File: config.mk
export PLATFORM = sky130hd
export DESIGN_NAME = pixel_ram_arbiter_flat
export DESIGN_NICKNAME = d
export VERILOG_FILES = /design/src/rtl/pixel_ram_arbiter_if.sv /design/src/rtl/pixel_ram_arbiter.sv /design/src/flat_wrapper.sv
export SDC_FILE = /design/constraint.sdc
export NUM_CORES = 1
export LEC_CHECK = 0
export ABC_CLOCK_PERIOD_IN_PS = 2310
export BUFFER_PORTS_ARGS = -buffer_cell sky130_fd_sc_hd__buf_2
export CAP_MARGIN = 20
export CORE_MARGIN = 8
export CORE_UTILIZATION = 46
export CTS_CLUSTER_DIAMETER = 150
export DETAILED_ROUTE_END_ITERATION = 16
export GPL_TIMING_DRIVEN = 0
export PLACE_DENSITY_LB_ADDON = 0.12
export SYNTH_ARGS = -nofsm -noshare
export SYNTH_HDL_FRONTEND = slang
export SYNTH_SLANG_ARGS = --single-unit
File: constraint.sdc
create_clock -name clk -period 2.31 [get_ports clk]
set_input_delay 0.231 -clock clk [delete_from_list [all_inputs] [get_ports clk]]
set_output_delay 0.231 -clock clk [all_outputs]
set_load 0.05 [all_outputs]
File: src/rtl/pixel_ram_arbiter_if.sv
// Pixel RAM arbiter bus: CPU memory-stage port, display fetch port and RAM port.
// The arbiter takes the slave view; the surrounding logic (or bench) takes the master view.
interface pixel_ram_arbiter_if #(
    parameter int ADDR_W = 16,
    parameter int DATA_W = 8
);
    logic              cpu_req;
    logic              cpu_we;
    logic [ADDR_W-1:0] cpu_addr;
    logic [DATA_W-1:0] cpu_wdata;
    logic              cpu_gnt;
    logic              cpu_stall;
    logic              cpu_rvalid;
    logic [DATA_W-1:0] cpu_rdata;

    logic              disp_req;
    logic [ADDR_W-1:0] disp_addr;
    logic              disp_gnt;
    logic              disp_rvalid;
    logic [DATA_W-1:0] disp_rdata;
    logic              disp_late;

    logic [ADDR_W-1:0] ram_addr;
    logic [DATA_W-1:0] ram_wdata;
    logic              ram_wren;
    logic [DATA_W-1:0] ram_q;

    modport slave (
        input  cpu_req, cpu_we, cpu_addr, cpu_wdata,
        output cpu_gnt, cpu_stall, cpu_rvalid, cpu_rdata,
        input  disp_req, disp_addr,
        output disp_gnt, disp_rvalid, disp_rdata, disp_late,
        output ram_addr, ram_wdata, ram_wren,
        input  ram_q
    );

    modport master (
        output cpu_req, cpu_we, cpu_addr, cpu_wdata,
        input  cpu_gnt, cpu_stall, cpu_rvalid, cpu_rdata,
        output disp_req, disp_addr,
        input  disp_gnt, disp_rvalid, disp_rdata, disp_late,
        input  ram_addr, ram_wdata, ram_wren,
        output ram_q
    );
endinterface

File: src/rtl/pixel_ram_arbiter.sv
// Two-requester arbiter for the single-port pixel RAM (CPU read/write, display read).
// Define ARB_ROUND_ROBIN_EN for alternating conflict priority instead of display-first.
module pixel_ram_arbiter #(
    parameter int ADDR_W   = 16,
    parameter int DATA_W   = 8,
    parameter int MAX_WAIT = 4
) (
    input logic              clk,
    input logic              rst_n,
    pixel_ram_arbiter_if.slave bus
);
    localparam logic [3:0] WAIT_MAX = 4'(MAX_WAIT);

    typedef enum logic [1:0] {
        TAG_NONE,
        TAG_CPU_RD,
        TAG_CPU_WR,
        TAG_DISP
    } tag_t;

    tag_t       t1;
    tag_t       t2;
    logic [3:0] wait_cnt;
    logic       conflict;
    logic       starve;
    logic       cpu_first;
    logic       cpu_win;
    logic       disp_win;

`ifdef ARB_ROUND_ROBIN_EN
    typedef enum logic {
        PTR_DISP,
        PTR_CPU
    } ptr_t;

    ptr_t rr_ptr;
`endif

    // Grants are held low while reset is asserted so nothing is accepted.
    always_comb begin
        conflict = bus.cpu_req & bus.disp_req;
        starve   = (wait_cnt == WAIT_MAX);
`ifdef ARB_ROUND_ROBIN_EN
        cpu_first = starve | (rr_ptr == PTR_CPU);
`else
        cpu_first = starve;
`endif
        cpu_win  = rst_n & bus.cpu_req & (~bus.disp_req | cpu_first);
        disp_win = rst_n & bus.disp_req & ~cpu_win;
    end

    assign bus.cpu_gnt     = cpu_win;
    assign bus.disp_gnt    = disp_win;
    assign bus.cpu_stall   = bus.cpu_req & ~cpu_win;
    assign bus.cpu_rvalid  = (t2 == TAG_CPU_RD);
    assign bus.disp_rvalid = (t2 == TAG_DISP);
    assign bus.cpu_rdata   = bus.ram_q;
    assign bus.disp_rdata  = bus.ram_q;

    always_ff @(posedge clk or negedge rst_n) begin
        if (!rst_n) begin
            bus.ram_addr  <= '0;
            bus.ram_wdata <= '0;
            bus.ram_wren  <= 1'b0;
            t1            <= TAG_NONE;
            t2            <= TAG_NONE;
            wait_cnt      <= '0;
            bus.disp_late <= 1'b0;
`ifdef ARB_ROUND_ROBIN_EN
            rr_ptr        <= PTR_DISP;
`endif
        end else begin
            if (cpu_win) begin
                bus.ram_addr  <= bus.cpu_addr;
                bus.ram_wdata <= bus.cpu_wdata;
                bus.ram_wren  <= bus.cpu_we;
                t1            <= bus.cpu_we ? TAG_CPU_WR : TAG_CPU_RD;
            end else if (disp_win) begin
                bus.ram_addr  <= bus.disp_addr;
                bus.ram_wren  <= 1'b0;
                t1            <= TAG_DISP;
            end else begin
                bus.ram_wren  <= 1'b0;
                t1            <= TAG_NONE;
            end
            t2 <= t1;

            if (!bus.cpu_req || cpu_win)
                wait_cnt <= '0;
            else if (wait_cnt != WAIT_MAX)
                wait_cnt <= wait_cnt + 4'd1;

            if (conflict && starve)
                bus.disp_late <= 1'b1;
`ifdef ARB_ROUND_ROBIN_EN
            if (conflict)
                rr_ptr <= cpu_win ? PTR_DISP : PTR_CPU;
`endif
        end
    end
endmodule

File: src/flat_wrapper.sv
// flat-port wrapper written by rule: the top's interface ports become plain ports
module pixel_ram_arbiter_flat 
#(
    parameter int ADDR_W   = 16,
    parameter int DATA_W   = 8,
    parameter int MAX_WAIT = 4
)
  (clk, rst_n, bus_cpu_req, bus_cpu_we, bus_cpu_addr, bus_cpu_wdata, bus_cpu_gnt, bus_cpu_stall, bus_cpu_rvalid, bus_cpu_rdata, bus_disp_req, bus_disp_addr, bus_disp_gnt, bus_disp_rvalid, bus_disp_rdata, bus_disp_late, bus_ram_addr, bus_ram_wdata, bus_ram_wren, bus_ram_q);
  pixel_ram_arbiter_if #(.ADDR_W(ADDR_W), .DATA_W(DATA_W)) bus_i ();
  input logic clk;
  input logic rst_n;
  input wire logic [$bits(bus_i.cpu_req)-1:0] bus_cpu_req;
  input wire logic [$bits(bus_i.cpu_we)-1:0] bus_cpu_we;
  input wire logic [$bits(bus_i.cpu_addr)-1:0] bus_cpu_addr;
  input wire logic [$bits(bus_i.cpu_wdata)-1:0] bus_cpu_wdata;
  output wire logic [$bits(bus_i.cpu_gnt)-1:0] bus_cpu_gnt;
  output wire logic [$bits(bus_i.cpu_stall)-1:0] bus_cpu_stall;
  output wire logic [$bits(bus_i.cpu_rvalid)-1:0] bus_cpu_rvalid;
  output wire logic [$bits(bus_i.cpu_rdata)-1:0] bus_cpu_rdata;
  input wire logic [$bits(bus_i.disp_req)-1:0] bus_disp_req;
  input wire logic [$bits(bus_i.disp_addr)-1:0] bus_disp_addr;
  output wire logic [$bits(bus_i.disp_gnt)-1:0] bus_disp_gnt;
  output wire logic [$bits(bus_i.disp_rvalid)-1:0] bus_disp_rvalid;
  output wire logic [$bits(bus_i.disp_rdata)-1:0] bus_disp_rdata;
  output wire logic [$bits(bus_i.disp_late)-1:0] bus_disp_late;
  output wire logic [$bits(bus_i.ram_addr)-1:0] bus_ram_addr;
  output wire logic [$bits(bus_i.ram_wdata)-1:0] bus_ram_wdata;
  output wire logic [$bits(bus_i.ram_wren)-1:0] bus_ram_wren;
  input wire logic [$bits(bus_i.ram_q)-1:0] bus_ram_q;
  assign bus_i.cpu_req = bus_cpu_req;
  assign bus_i.cpu_we = bus_cpu_we;
  assign bus_i.cpu_addr = bus_cpu_addr;
  assign bus_i.cpu_wdata = bus_cpu_wdata;
  assign bus_cpu_gnt = bus_i.cpu_gnt;
  assign bus_cpu_stall = bus_i.cpu_stall;
  assign bus_cpu_rvalid = bus_i.cpu_rvalid;
  assign bus_cpu_rdata = bus_i.cpu_rdata;
  assign bus_i.disp_req = bus_disp_req;
  assign bus_i.disp_addr = bus_disp_addr;
  assign bus_disp_gnt = bus_i.disp_gnt;
  assign bus_disp_rvalid = bus_i.disp_rvalid;
  assign bus_disp_rdata = bus_i.disp_rdata;
  assign bus_disp_late = bus_i.disp_late;
  assign bus_ram_addr = bus_i.ram_addr;
  assign bus_ram_wdata = bus_i.ram_wdata;
  assign bus_ram_wren = bus_i.ram_wren;
  assign bus_i.ram_q = bus_ram_q;
  pixel_ram_arbiter #(.ADDR_W(ADDR_W), .DATA_W(DATA_W), .MAX_WAIT(MAX_WAIT)) u_core (.clk(clk), .rst_n(rst_n), .bus(bus_i));
endmodule
==> results.sh <==
export IMPL_r2r_slack_ns=0.43
export IMPL_syn_avg_cell_area_um2=11.79
export IMPL_relSlewSlack=0.7174
export IMPL_cts_root_buf="clkbuf_8"
export IMPL_io_pins=100
export IMPL_path_clk_slew_ns=0.07
export IMPL_max_cap_violations=0
export IMPL_p_int_w=0.001230
export IMPL_dp_hpwl_um=3904
export IMPL_insertion_delay_ns=0.28
export IMPL_synth_nets=222
export IMPL_nets=323
export IMPL_fin_skew_ns=0.002057
export IMPL_drt_wirelength_per_cell_um=16.08
export IMPL_grt_pass1_vias=1747
export IMPL_start_util=0.4850
export IMPL_track_usage=0.1554
export IMPL_synthAdderAreaFrac=0.01271
export IMPL_synth_mux_area_fraction=0.1570
export IMPL_rsz0062_at_grt="no"
export IMPL_power_density_nw_per_um2=753.1
export IMPL_rows=23
export IMPL_drive_above_1_share=0.5651
export IMPL_fin_cells=319
export IMPL_drt_initial_drc_count=48
export IMPL_required_ns=2.08
export IMPL_synth_warnings=0
export IMPL_grt_max_degree=35
export IMPL_cp_max_fo=10
export IMPL_cp_end_kind="output pin"
export IMPL_status="finished, final reports clean"
export IMPL_ys_ff_latch=34
export IMPL_antenna_found_initial=0
export IMPL_gp_congestion=0.6677
export IMPL_arrival_ns=1.87
export IMPL_die_x_um=81.41
export IMPL_fillers=346
export IMPL_critPathLaunchType="input pin"
export IMPL_htreeDepth=2
export IMPL_synth_simple_area_share=0.1799
export IMPL_power_frac_comb=0.382
export IMPL_diodes=0
export IMPL_vias=1636
export IMPL_wl_um=5130
export IMPL_grt_remaining_overflow=0
export IMPL_dr_pass1_iters=4
export IMPL_synth_top_family_by_area="simple AND/OR/NAND/NOR gates"
export IMPL_dieArea_um2=6628
export IMPL_synth_cells=167
export IMPL_grt_pass1_wl_um=8128
export IMPL_syn_cell_area_um2=1968
export IMPL_p_seq_frac=0.362
export IMPL_finalCriticalPeriod_ns=2.105
export IMPL_numPortBuffers=91
export IMPL_drv_slew=0
export IMPL_ys_types=34
export IMPL_cts_tree="done"
export IMPL_hold_viol=0
export IMPL_clock_sinks=34
export IMPL_vias_per_cell=5.129
export IMPL_core_area_um2=4058
export IMPL_fmax_ghz=0.4751
export IMPL_crit_start="rst_n"
export IMPL_p_sw_frac=0.3814
export IMPL_power_leakage_nw=1.393
export IMPL_drcViolationCount=0
export IMPL_setup_viol=0
export IMPL_clock_power_share=0.256
export IMPL_cts_buffers=5
export IMPL_period_share=0.9112
export IMPL_ir_drop_v=0.0005768
export IMPL_rr_startpoint="u_core.wait_cnt[0]"
export IMPL_placed_cells=308
export IMPL_power_w=0.001989
export IMPL_whs_ns=0.1561
export IMPL_die_h_um=81.41
export IMPL_synth_compound_area_frac=0.1132
export IMPL_area_growth_pct=34.20
export IMPL_holdCritPathClass="in -> reg"
export IMPL_r2r_cells=7
export IMPL_worst_slew_pin_slew_ns=0.4239
export IMPL_synthXorXnorAreaFrac=0.004450
export IMPL_crit_end="bus_disp_gnt"
export IMPL_path_class="in -> out"
export IMPL_r2r_end="u_core.bus.ram_wdata[6]"
export IMPL_ant_nets=0
export IMPL_p_sw_w=0.0007587
export IMPL_clockBufferDepth=2
export IMPL_ys_seq_area_frac=0.4323
## power groups by stage
stage | logic [W] | registers [W] | clock network, W
CTS | 0.000767 | 0.000723 | 0.000523
global placement | 0.000751 | 0.000730 | 0
floorplan | 0.000285 | 0.00101 | 0
finish | 0.000759 | 0.000721 | 0.000509
detailed placement | 0.000757 | 0.000734 | 0
global route | 0.000804 | 0.000734 | 0.000546
## logic make-up after synthesis
| group | count (synthesis) |
|---|---|
| AO/OA/AOI/OAI | 24 |
| AND/OR/NAND/NOR | 50 |
| buffers and inverters | 31 |
| multiplexers | 25 |
| adder cells (fa/ha/maj) | 2 |
| flip-flops | 34 |
| XOR/XNOR | 1 |
## sequential cells by signal, indices dropped and copies added, names as in the netlist
name	cells
u_core.bus.ram_wren	1
u_core.bus.disp_late	1
u_core.t2	2
u_core.bus.ram_addr	16
u_core.bus.ram_wdata	8
u_core.wait_cnt	4
u_core.t1	2
## what timing repair did
item,4_1_cts,5_1_grt
setup endpoints to repair,2,2
resized for setup,1,3
buffers inserted,1,0
hold buffers,2,0
pin swaps,1,0
endpoints found under the hold margin,34,0
## cells in the mapped netlist (all sizes together)
library cell   n  area share
nor3b          3       0.011
a21boi         1      0.0038
clkbuf         6       0.011
o21bai         1      0.0038
a22o           1      0.0045
a21oi          2       0.011
nor4b          1      0.0045
buf           21       0.081
nand3b         1       0.010
nand2          4      0.0089
mux2          23        0.15
o21ai          1      0.0083
inv            4      0.0076
and2           1      0.0032
ha             2       0.013
nor2           4      0.0076
o221ai         1      0.0045
a31o           1      0.0045
and3b          1      0.0045
dfrtp         34        0.43
mux2i          2       0.010
nand2b         1      0.0032
a211oi         1      0.0064
nand3          1      0.0025
a211o         15       0.067
xnor2          1      0.0045
nor2b         18       0.057
and4          15       0.067
## through the flow
| step | instance area (um^2) | util | worst slack (ns) | TNS (ns) |
|---|---|---|---|---|
| finish | 2641 | 0.6509 | 0.2051 | 0 |
| global route | 2641 | 0.6509 | 0.09717 | 0 |
| CTS | 2636 | 0.6497 | 0.07802 | 0 |
| detailed placement | 2486 | 0.6127 | -0.1236 | -0.2548 |
| global placement | 2486 | 0.6127 | -0.1303 | -0.2650 |
| floorplan | 1968 | - | 0.2953 | 0 |
## cells in the final DEF (no fill, tap or decap), types with 2 or more instances in the layout
cell type,synthesis,routed
inv_1,4,4
a211o_1,15,15
mux2i_1,2,2
dfrtp_1,34,34
nand2_1,3,3
buf_2,2,92
buf_6,2,2
nor2_1,4,4
nor2b_1,18,18
clkbuf_8,0,8
mux2_4,8,8
buf_4,17,19
clkbuf_1,6,5
nor3b_1,3,3
and4_1,15,15
mux2_2,14,14
ha_1,2,2
## per-layer routing
metal  GRT usage  up-vias  part of all wire
li1            -      783                 -
met1      0.1785      780              0.39
met2      0.2554       69              0.47
met3     0.06441        4              0.13
met4     0.05357        0            0.0084
met5           0        -                 0
## worst max-delay path, stage by stage
cell           delay [ns]
dlygate4sd3_1        0.52
buf_4                0.15
buf_2                0.21
clkbuf_2             0.24
nand2_1              0.10
nor2_1               0.13
buf_2                0.28
## worst min path at each step
stage / startpoint / endpoint / slack (ns) / cells past startpoint
2_1_floorplan: rst_n / u_core.bus.disp_late / -0.06 / 0
3_3_place_gp: u_core.t1[1] / u_core.t2[1] / 0.34 / 0
3_5_place_dp: u_core.t1[0] / u_core.t2[0] / 0.34 / 0
4_1_cts: bus_cpu_addr[4] / u_core.bus.ram_addr[4] / 0.15 / 2
5_1_grt: bus_cpu_addr[10] / u_core.bus.ram_addr[10] / 0.15 / 2
6_report: bus_cpu_addr[1] / u_core.bus.ram_addr[1] / 0.16 / 2
## final cells by class
cell class / instances / area, um^2 / area share
plain buffers: 27 / 183.9 / 0.06964
inverters: 4 / 15.01 / 0.005685
clock buffers: 8 / 110.1 / 0.04169
well taps: 50 / 62.56 / 0.02369
repair buffers: 94 / 495.5 / 0.1876
flip-flops and latches: 34 / 850.8 / 0.3221
multi-input cells: 102 / 923.4 / 0.3496
No activity file was read; power rests on OpenSTA's default activity.
